==> src/rtl/generator_addr_out_pkg.sv <==
// Shared definitions for the 4x4 tile address generator: state encoding, tile size
// and the tile address formula.
package generator_addr_out_pkg;

    typedef logic [1:0] state_t;

    localparam state_t StIdle  = 2'd0;
    localparam state_t StWrite = 2'd1;
    localparam state_t StDone  = 2'd2;

    localparam int unsigned TileWords = 16;

    // Word (c0, c1) of tile (j, k) lands at row c0, column c1 of the tile, at 32 bits.
    function automatic logic [31:0] tile_addr(input int unsigned end_row,
                                              input logic [7:0] j, input logic [7:0] k,
                                              input logic [1:0] c0, input logic [1:0] c1);
        return end_row * 32'd4 * 32'(k) + 32'd4 * 32'(j) + end_row * 32'(c0) + 32'(c1);
    endfunction

endpackage

==> src/rtl/generator_addr_out_counter.sv <==
// Small enabled up-counter with synchronous clear and a carry-out that fires on the
// enabled wrap from all-ones back to zero, so instances chain by carry.
module generator_addr_out_counter #(
    parameter int unsigned WIDTH = 2
) (
    input  logic             clk,
    input  logic             rst,
    input  logic             clr,
    input  logic             en,
    output logic [WIDTH-1:0] count,
    output logic             carry
);

    assign carry = en & (&count);

    always_ff @(posedge clk) begin
        if (!rst || clr) begin
            count <= '0;
        end else if (en) begin
            count <= count + WIDTH'(1);
        end
    end

endmodule

==> src/rtl/generator_addr_out.sv <==
// Writes one 4x4 tile of producer words into a row-pitched buffer, column-major
// within the tile, with registered write strobe, address and data.
module generator_addr_out
    import generator_addr_out_pkg::*;
#(
    parameter int unsigned END_ROW = 16,
    parameter int unsigned HEIGHT  = 32,
    parameter int unsigned DATA_W  = 16,
    localparam int unsigned AW     = $clog2(HEIGHT)
) (
    input  logic              clk,
    input  logic              rst,
    input  logic              start,
    input  logic [7:0]        j,
    input  logic [7:0]        k,
    input  logic              in_valid,
    input  logic [DATA_W-1:0] in_data,
    output logic              in_ready,
    output logic              wr_en,
    output logic [AW-1:0]     wr_addr,
    output logic [DATA_W-1:0] wr_data,
    output logic              busy,
    output logic              done
);

    state_t         state_q, state_d;
    logic [7:0]     j_q, k_q;
    logic [1:0]     c0, c1;
    logic           c0_carry, c1_carry;
    logic           launch, accept, last;
    logic [AW-1:0]  addr_next;

    assign launch   = (state_q == StIdle) & start;
    assign in_ready = (state_q == StWrite);
    assign accept   = in_valid & in_ready;
    // The slow counter only carries out on the word that completes the tile.
    assign last     = c1_carry;
    assign busy     = (state_q != StIdle);
    assign done     = (state_q == StDone);

    assign addr_next = AW'(tile_addr(END_ROW, j_q, k_q, c0, c1));

    generator_addr_out_counter #(
        .WIDTH (2)
    ) u_c0 (
        .clk   (clk),
        .rst   (rst),
        .clr   (launch),
        .en    (accept),
        .count (c0),
        .carry (c0_carry)
    );

    generator_addr_out_counter #(
        .WIDTH (2)
    ) u_c1 (
        .clk   (clk),
        .rst   (rst),
        .clr   (launch),
        .en    (c0_carry),
        .count (c1),
        .carry (c1_carry)
    );

    always_comb begin
        state_d = state_q;
        case (state_q)
            StIdle:  if (start) state_d = StWrite;
            StWrite: if (last) state_d = StDone;
            StDone:  state_d = StIdle;
            default: state_d = StIdle;
        endcase
    end

    always_ff @(posedge clk) begin
        if (!rst) begin
            state_q <= StIdle;
            j_q     <= '0;
            k_q     <= '0;
            wr_en   <= 1'b0;
            wr_addr <= '0;
            wr_data <= '0;
        end else begin
            state_q <= state_d;
            wr_en   <= accept;
            if (launch) begin
                j_q <= j;
                k_q <= k;
            end
            if (accept) begin
                wr_addr <= addr_next;
                wr_data <= in_data;
            end
        end
    end

endmodule

==> config.mk <==
export PLATFORM = sky130hd
export DESIGN_NAME = generator_addr_out
export DESIGN_NICKNAME = d
export VERILOG_FILES = /design/src/rtl/generator_addr_out_pkg.sv /design/src/rtl/generator_addr_out_counter.sv /design/src/rtl/generator_addr_out.sv
export SDC_FILE = /design/constraint.sdc
export NUM_CORES = 1
export LEC_CHECK = 0
export ABC_AREA = 0
export CORE_ASPECT_RATIO = 1.2
export CORE_MARGIN = 4
export CORE_UTILIZATION = 42
export CTS_BUF_LIST = sky130_fd_sc_hd__clkbuf_16
export CTS_CLUSTER_DIAMETER = 120
export DETAILED_ROUTE_END_ITERATION = 6
export HOLD_SLACK_MARGIN = 0.06
export PLACE_DENSITY = 0.95
export SYNTH_ARGS = -nofsm -noshare
export SYNTH_HDL_FRONTEND = slang
export SYNTH_SLANG_ARGS = --single-unit
==> constraint.sdc <==
create_clock -name clk -period 3.4 [get_ports clk]
set_input_delay 0.68 -clock clk [delete_from_list [all_inputs] [get_ports clk]]
set_output_delay 0.68 -clock clk [all_outputs]
set_load 0.05 [all_outputs]
# After elaboration in Yosys (flattened, before gate mapping)
# Cells that the tools add are included.
# W data, S select, Z words.
[word_totals] out_inout_bits=25 in_bits=36 ff_bits=31 wordCells=30
[classes] addsub=5 eq_ne=4 bitwise=4 muxes=3 n_reduce_logical=7
[ops] op="$reduce_and A2 Y1" count=3
[ops] op="$add A1 B5 Y5 const A" count=1
[ops] op="$add A5 B2 Y5" count=1
[ops] op="$add A5 B5 Y5" count=1
[ops] op="$add A2 B1 Y2 const B" count=2
[ops] op="$and A1 B1 Y1" count=4
[ops] op="$mux W2" count=2
[ops] op="$pmux W2 S2" count=1
[ops] op="$eq A2 B1 Y1 const B" count=1
[ops] op="$eq A2 B2 Y1 const B" count=1
[ops] op="$logic_not A2 Y1" count=1
[ops] op="$ne A2 B1 Y1 const B" count=1
[ops] op="$ne A2 B2 Y1 const B" count=1
[ops] op="$reduce_bool A2 Y1" count=1
[ops] op="$logic_not A1 Y1" count=1
[ops] op="$logic_or A1 B1 Y1" count=1

# Depth between registers and ports, before layout
# Gate-level depths: netlist of the first run.
[depth] word_depth=6 ltp_mapped=5 mapped_depth_nobuf=4

# Hierarchy
# Synthesis of the first run repeated with hierarchy kept, for this count alone.
[unflattened] hier_cells=138 area_unflattened_um2=1214.9
[modules_own_cells] module="generator_addr_out" seq_area_each_um2=540.5 cells_each=120 n_inst=1 area_per_inst_um2=1029.7
[modules_own_cells] module="generator_addr_out_counter" seq_area_each_um2=40.0 cells_each=9 n_inst=2 area_per_inst_um2=92.6

# Worst setup path after synthesis of the first run
# OpenSTA, ideal clock, no wires.
[synth_timing] kind="register -> output" startpoint="register state_q[0]" endpoint="output in_ready" slack_ps=1571 arrival_time_ps=1149 path_stages_with_launch=2 path_cell_list="dfxtp_1 -> nor2b_1"
[synth_via] elab_chain_cells=1
[synth_rtl] element="from (decl)" line_no="generator_addr_out.sv:26" rtl="state_t state_q, state_d;"
[synth_rtl] element="from (signal assigned)" line_no="generator_addr_out.sv:77" rtl="state_q <= StIdle;"
[synth_rtl] element="from (signal assigned)" line_no="generator_addr_out.sv:84" rtl="state_q <= state_d;"
[synth_rtl] element="$eq A2 B1 Y1" line_no="generator_addr_out.sv:34" rtl="assign in_ready = (state_q == StWrite);"
[synth_rtl] element="to (decl)" line_no="generator_addr_out.sv:18" rtl="output logic in_ready,"
# Every way passes these cells.

# Worst setup path after layout of the first run
[layout_timing] startpoint="register state_q[1]" endpoint="output done"
[layout_via] elab_chain_cells=1
[layout_rtl] element="$eq A2 B2 Y1" line_no="generator_addr_out.sv:39" rtl="assign done = (state_q == StDone);"
[layout_rtl] element="to (decl)" line_no="generator_addr_out.sv:23" rtl="output logic done"
# Every way passes these cells.

==> results.toml, run 1 <==
[critical_path]
critPathTopFamily = "buffers and inverters"
arrival_time_of_data_at_the_critical_path_endpoint_ns = 1.69
r2r_slack_ns = 1.85
critical_path.slowest_cell = "sky130_fd_sc_hd__clkdlybuf4s50_1"
max_stage_delay_ns = 0.81
top_fanout_value_on_the_critical_path = 7
crit_type = "reg2out"
critical_path.cell_chain = "inv_1 > nor2_1 > clkdlybuf4s50_1"
crit_required_ns = 2.72
regToRegEndpoint = "wr_data[10]"
ff2ff_path_depth = 3
crit_buf_inv = 2
cp-start-kind = "flip-flop"
timing.critical_path.to_type = "output pin"
critical_path.reg2reg.startpoint = "state_q[0]"

[finish]
layout-drive-gt1-share_pct = 4.47
post-route-cell-area_um2 = 1810
fin_nets = 218
layout-area-overhead-vs-synth_pct = 50.1
insertedDiodeCount = 0

[synth]
synthesized_instance_count = 132
area_contributors_post_synth = "sky130_fd_sc_hd__dfxtp_1, sky130_fd_sc_hd__nand2_1, sky130_fd_sc_hd__a21boi_1, sky130_fd_sc_hd__a21boi_0, sky130_fd_sc_hd__mux2i_1"
synth_seq_area_share_pct = 51.5
synth.yosys.warnings = 0
synth_seq_cells = 31
synthesis.area_per_instance_um2 = 9.13
synthesis.nets = 170
synth.cell_area_um2 = 1200
synthDominantAreaCellType = "sky130_fd_sc_hd__dfxtp_1"
yosys.cell_types.count = 28
synth_top_cell_area_share_pct = 51.5

[cts]
htree_num_levels = 2
cts_resized = 0
number_of_clock_buffers_inserted_by_tritoncts = 5
path_clk_slew_ns = 0.04
post-cts-setup-buffers = 0
insertion_delay_ns = 0.27
ctsLongestPathBuffers = 2
cts_num_sinks = 31
hold_buffers = 0
clock_tree.root_cell = "sky130_fd_sc_hd__clkbuf_16"
cts_tree = "built"

[placement]
dpl_worst_slack_ns = 1.12
port_buffers = 47
place.gp.congestion = 0.725
dpl-instance-area_um2 = 1680
place_hpwl_mm = 1.94

[route]
drt-pass1-iter-count = 3
detail-route-antenna-nets = 0
post-route-drc-count = 0
post_drt_wl_per_cell_um = 12.6
route.final.wire_length_mm = 2.68
via_count = 1044
vias_per_cell = 4.90
drt-initial-drc-count = 20

[sta]
clock-skew-final_ns = 0.00261
timing.final.ws_setup_ns = 1.03
worst_hold_slack_ns = 0.451
timing_worst_slew_pin_value_ns = 0.833
finalSetupViolCount = 0
setup_tns_ns = 0
finalWorstPathRequiredPeriod_ns = 2.37
slew_viol_final = 0
maxSlewHeadroom_pct = 44.3
fmax_mhz = 421
final-hold-violation-count = 0
final_clock_period_utilization_by_the_worst_path_pct = 69.8
grt_setup_unrepaired = "false"

[flow_run]
drv_cap = 0

[floorplan]
dieWidth_um = 56.9
initial_utilization_pct = 43.7
fp.dieArea_um2 = 3790
die_h_um = 66.7
core_region_area_um2 = 2760
io_pins = 61
num_rows = 21

[global_route]
grt_max_degree = 28
grt_usage_pct = 15.4
antenna_found_initial = 0
first_pass_grt_wire_length_mm = 4.46
via_count_of_the_first_global_routing_pass = 1030
grt-ovfl-total = 0

[power]
vdd.ir_drop.worst_uv = 375
powerDensity_nw_per_um2 = 498
power.leakage_uw = 0.000681
totalPowerFinal_uw = 900

[hold_path]
startpoint_of_the_lowest_slack_hold_path = "wr_data[0]"
hold_class = "reg2reg"
sink_of_the_worst_hold_path = "wr_data[0]"
holdPathStages = 2

[outcome]
status = "finished clean"
## worst max-delay path by stage
stage,start,end,depth (start not counted)
after floorplan,state_q[0],in_ready,1
after global placement,in_valid,wr_addr[1],4
after detailed placement,in_valid,wr_data[6],5
after CTS,state_q[1],done,3
after global routing,state_q[1],done,3
final,state_q[1],done,3
## power breakdown
part | leakage [µW] | switching, µW | internal (µW) | total (µW)
combinational | 0.000362 | 69.6 | 57.0 | 127
clock | 0.0000669 | 130 | 258 | 387
sequential | 0.000252 | 7.88 | 378 | 386
total | 0.000681 | 207 | 693 | 900
## synth_stat cells (all sizes together)
master  number
a21oi        2
clkbuf       3
buf          4
a21boi      20
nand3        1
nor3b        1
a31oi        1
nand2       44
xor2         1
nor2         3
o211ai       1
xnor2        2
nand4b       1
and3         1
dfxtp       31
nor2b        4
nand3b       1
o211a        1
and2         1
ha           2
mux2i        3
inv          1
nand2b       1
and3b        1
or2          1
## tightest hold or removal path, cell delays in order, from the launching register on
cell                       delay, ns
sky130_fd_sc_hd__dfxtp_1        0.30
sky130_fd_sc_hd__nand2_1        0.05
sky130_fd_sc_hd__a21boi_1       0.05
## kinds of logic after synthesis
group | synth area share, %
AO/OA/AOI/OAI | 15.3
adder cells (fa/ha/maj) | 2.08
flip-flops | 51.5
multiplexers | 2.49
XOR/XNOR | 2.18
AND/OR/NAND/NOR | 22.3
buffers and inverters | 4.15
## routing by layer
metal,share of wire (%),track usage (%),wire (µm)
met1,40,14.4,1080
met2,52,27.9,1390
met3,6.7,6.98,179
met4,1.3,7.83,35
met5,0,0,0
## registers in the layout (all words and copies together), names as in the netlist
signal,count
u_c1.count,2
state_q,2
wr_data,16
wr_en,1
u_c0.count,2
j_q,3
wr_addr,5
## stage by stage
step                      utilization (%)  cells
after detailed placement             60.9    207
after CTS                            65.5    213
after global routing                 65.5    213
after global placement               60.9    207
final                                65.5    213
after floorplan                         -    132
## final cells by class
class	instances	area, µm²
Multi-Input combinational cell	93	534
Tap cell	34	42.5
Timing Repair Buffer	48	478
Sequential cell	31	621
Clock buffer	5	125
Fill cell	245	951
Inverter	1	3.75
Clock inverter	1	3.75
## layout by cell type, fill, tap and decap left out, types with 2 or more instances in the layout
cell,count
sky130_fd_sc_hd__a21boi_0,5
sky130_fd_sc_hd__a21boi_1,15
sky130_fd_sc_hd__a21oi_1,2
sky130_fd_sc_hd__clkbuf_16,5
sky130_fd_sc_hd__clkdlybuf4s50_1,47
sky130_fd_sc_hd__dfxtp_1,31
sky130_fd_sc_hd__ha_1,2
sky130_fd_sc_hd__inv_1,2
sky130_fd_sc_hd__mux2i_1,3
sky130_fd_sc_hd__nand2_1,44
sky130_fd_sc_hd__nor2_1,3
sky130_fd_sc_hd__nor2b_1,4
sky130_fd_sc_hd__xnor2_1,2
(Power assumes the default switching activity.)
==> inputs of run 2 (changes only) <==
--- a/config.mk
+++ b/config.mk
@@ -8,12 +8,12 @@
 export ABC_AREA = 0
 export CORE_ASPECT_RATIO = 1.2
 export CORE_MARGIN = 4
-export CORE_UTILIZATION = 42
+export CORE_UTILIZATION = 39
 export CTS_BUF_LIST = sky130_fd_sc_hd__clkbuf_16
 export CTS_CLUSTER_DIAMETER = 120
 export DETAILED_ROUTE_END_ITERATION = 6
 export HOLD_SLACK_MARGIN = 0.06
-export PLACE_DENSITY = 0.95
+export PLACE_DENSITY = 0.91
 export SYNTH_ARGS = -nofsm -noshare
 export SYNTH_HDL_FRONTEND = slang
 export SYNTH_SLANG_ARGS = --single-unit
==> constraint.sdc (replaced) <==
create_clock -name clk -period 2.4 [get_ports clk]
set_input_delay 0.48 -clock clk [delete_from_list [all_inputs] [get_ports clk]]
set_output_delay 0.48 -clock clk [all_outputs]
set_load 0.05 [all_outputs]
==> results.toml, run 2 (synthesis gave the netlist of run 1 again) <==
[outcome]
status = "finished clean"

[floorplan]
io_pins = 61
initial_utilization_pct = 41.7
fp.dieArea_um2 = 4050
core_region_area_um2 = 2890
dieWidth_um = 58.7
die_h_um = 68.9
num_rows = 21

[sta]
finalWorstPathRequiredPeriod_ns = 2.20
final-hold-violation-count = 0
final_clock_period_utilization_by_the_worst_path_pct = 91.5
setup_tns_ns = 0
timing_worst_slew_pin_value_ns = 0.516
slew_viol_final = 0
maxSlewHeadroom_pct = 65.5
worst_hold_slack_ns = 0.449
clock-skew-final_ns = 0.00632
grt_setup_unrepaired = "false"
finalSetupViolCount = 0
fmax_mhz = 455

[critical_path]
crit_type = "reg2out"
critical_path.reg2reg.startpoint = "state_q[1]"
arrival_time_of_data_at_the_critical_path_endpoint_ns = 1.72
cp-start-kind = "flip-flop"
top_fanout_value_on_the_critical_path = 7
r2r_slack_ns = 1.04
timing.critical_path.to_type = "output pin"
ff2ff_path_depth = 4
regToRegEndpoint = "state_q[1]"
crit_required_ns = 1.92

[hold_path]
holdPathStages = 2
startpoint_of_the_lowest_slack_hold_path = "wr_data[2]"
hold_class = "reg2reg"
sink_of_the_worst_hold_path = "wr_data[2]"

[route]
drt-initial-drc-count = 27
post-route-drc-count = 0
vias_per_cell = 4.90
route.final.wire_length_mm = 2.78
drt-pass1-iter-count = 4
post_drt_wl_per_cell_um = 12.8
detail-route-antenna-nets = 0
via_count = 1063

[finish]
layout-drive-gt1-share_pct = 6.01
most_common_cell_after_layout_fill_and_taps_aside = "sky130_fd_sc_hd__clkdlybuf4s50_1"
number_of_fillers_in_the_final_layout = 248
mostFrequentLayoutCells = "sky130_fd_sc_hd__clkdlybuf4s50_1, sky130_fd_sc_hd__nand2_1, sky130_fd_sc_hd__dfxtp_1"
layout_top_registers = "wr_data x16, wr_addr x5, j_q x3"
layout-area-overhead-vs-synth_pct = 52.0
top_register = "wr_data"
post-route-cell-area_um2 = 1830
fin_nets = 220
largest_register_ff_count = 16
insertedDiodeCount = 0

[placement]
place_hpwl_mm = 2.04
dpl-instance-area_um2 = 1690
port_buffers = 47
place.gp.congestion = 0.668

[power]
powerDensity_nw_per_um2 = 709
vdd.ir_drop.worst_uv = 504
power.leakage_uw = 0.000699

[global_route]
via_count_of_the_first_global_routing_pass = 1072
grt-ovfl-total = 0
first_pass_grt_wire_length_mm = 4.57
antenna_found_initial = 0
grt_usage_pct = 15.3
grt_max_degree = 28

[flow_run]
drv_cap = 0

[cts]
insertion_delay_ns = 0.27
htree_num_levels = 2
number_of_clock_buffers_inserted_by_tritoncts = 5
hold_buffers = 0
ctsLongestPathBuffers = 2
cts_resized = 0
clock_tree.root_cell = "sky130_fd_sc_hd__clkbuf_16"
cts_tree = "built"
path_clk_slew_ns = 0.05
cts_num_sinks = 31
post-cts-setup-buffers = 0
run 2: layout make-up:
cell class / count / area (µm²) / area share, %
sequential: 31 / 621 / 33.9
multi-input combinational: 93 / 534 / 29.2
timing repair buffer: 50 / 493 / 26.9
clock buffer: 5 / 125 / 6.83
tap: 34 / 42.5 / 2.32
clock inverter: 3 / 12.5 / 0.683
inverter: 1 / 3.75 / 0.205
run 2: power by group:
group / total, µW / leakage [µW] / switching [µW] / internal, µW
clock network: 571 / 0.0000762 / 198 / 373
logic: 182 / 0.000371 / 99.4 / 82.5
registers: 546 / 0.000252 / 11.2 / 535
run 2: worst max-delay path, stage by stage (launching register included):
cell and delay (ns):
sky130_fd_sc_hd__dfxtp_1 0.44, sky130_fd_sc_hd__inv_1 0.09, sky130_fd_sc_hd__nor2_1 0.11, sky130_fd_sc_hd__clkdlybuf4s50_1 0.80
run 2: worst max-delay path by stage:
stage	start	to	slack, ns	cells after the start
3_3_place_gp	state_q[1]	done	0.54	3
2_1_floorplan	state_q[0]	in_ready	0.77	1
6_report	state_q[1]	done	0.20	3
3_5_place_dp	state_q[1]	done	0.50	3
4_1_cts	state_q[1]	done	0.20	3
5_1_grt	state_q[1]	done	0.10	3
run 2: through the flow:
stage	cells	setup slack [ns]	util (%)	power, µW
floorplan	132	0.771	-	661
global placement	209	0.544	58.6	733
detailed placement	209	0.505	58.6	739
CTS	217	0.204	63.4	1320
global route	217	0.103	63.4	1350
finish	217	0.204	63.4	1300
run 2: routing by layer:
layer	part of all wire (%)	vias up	routed length, µm	GRT usage [%]
li1	-	531	-	-
met1	37	494	1030	14.5
met2	54	34	1510	28.6
met3	7.4	4	205	4.66
met4	1.2	0	32	9.35
met5	0	-	0	0
==> edit: new RTL, settings of run 2 <==
`HEIGHT`: 32 -> 128.
--- a/src/rtl/generator_addr_out.sv
+++ b/src/rtl/generator_addr_out.sv
@@ -5,5 +5,5 @@
 #(
     parameter int unsigned END_ROW = 16,
-    parameter int unsigned HEIGHT  = 32,
+    parameter int unsigned HEIGHT  = 128,
     parameter int unsigned DATA_W  = 16,
     localparam int unsigned AW     = $clog2(HEIGHT)
Interface: changed (resized wr_addr); port bits go from 61 to 63. The function was not compared with the original's and may differ.
==> edit against run 2 <==
  * Area after synthesis increased by 25%
  * Critical endpoint is now in_ready
  * Largest power group unchanged
  * Routed wire length increased by 15%
  * Via count increased by 15%
  * Final area increased by 22%
  * Sequential cell count increased by 5
  * Worst setup slack improved by 0.054 ns
  * Utilization decreased by 2.4 points
  * Total power increased by 22%
==> edit: results (changes against run 2) <==
Port Buffers: 52 (+11%)
GRT met2 Usage: 25.72% (-2.9 points)
filler cell count: 328 (+32%)
gpl congestion: 0.8068 (+21%)
first-pass GRT wire length: 5499 µm (+20%)
top flop regs: wr_data: 16 flops, wr_addr: 7 flops, j_q: 5 flops
outcome: finished clean
Register Area: 720.7 µm² (+16%)
largest cells by area after synthesis: dfxtp_1 (48%), a21oi_2 (11%), nand2_1 (8.0%), nand2_2 (5.4%), mux2i_1 (4.0%)
signal buffers share of area: 25.87% (-1.0 points)
fraction of layout cells with a size suffix above 1: 22.43% (+16 points)
Logic power comb: 230 µW (+26%)
NumNets Final: 253 (+15%)
WHS Endpoint: wr_addr[2]$_SDFFE_PN0P_
final-layout clock-cell area share: 7.503% (-0.011 points)
syn_nets: 197 (+16%)
Via Count: 1221 (+15%)
Non-clk invs: 4 (+3)
beginning of the critical path: state_q[0]$_SDFFE_PN0P_
post-synthesis sequential area ratio: 48.00% (-3.5 points)
worst reg-to-reg setup slack: 0.88 ns (-0.16 ns)
GR Util met1: 14.85% (+0.39 points)
Hold Path Origin: j_q[0]$_SDFFE_PN0P_
WHS: 0.4546 ns (+0.005421 ns)
multi-input combinational area share: 30.80% (+1.6 points)
worst r2r dst: wr_addr[6]$_SDFFE_PN0P_
number of distinct library cells after synthesis: 31 (+11%)
vias in the first global route: 1253 (+17%)
Adder-Cell Fraction of Synth Area: 3.833% (+1.8 points)
DR iter-0 viols: 28 (+3.7%)
largest fanout on the critical path: 9 (+2)
[edit: cell types whose count changed after synthesis, moves of 5 or more]
cell	delta
a21boi_1	-15
a21oi_2	+19
nand2_1	-12
dfxtp_1	+5
nand2_2	+13
a21boi_0	-5
nor2_1	+8
[edit: layer usage]
| metal | vias up | wire length [µm] | part of all wire [%] |
|---|---|---|---|
| met3 | 5 | 196 | 6.2 |
| met1 | 564 | 1284 | 40 |
| met4 | 0 | 40 | 1.3 |
| li1 | 619 | - | - |
| met5 | - | 0 | 0 |
| met2 | 33 | 1661 | 52 |
[edit: per-stage QoR]
stage	utilization, %	area, µm²	worst slack [ns]	cells	total power [µW]
after global placement	56.42	2067	0.5255	258	876.1
after detailed placement	56.42	2067	0.4955	258	879.6
final	61.00	2235	0.2580	266	1588
after global routing	61.00	2235	0.1897	266	1651
after floorplan	-	1501	0.7811	157	788.9
after CTS	61.00	2235	0.2401	266	1605
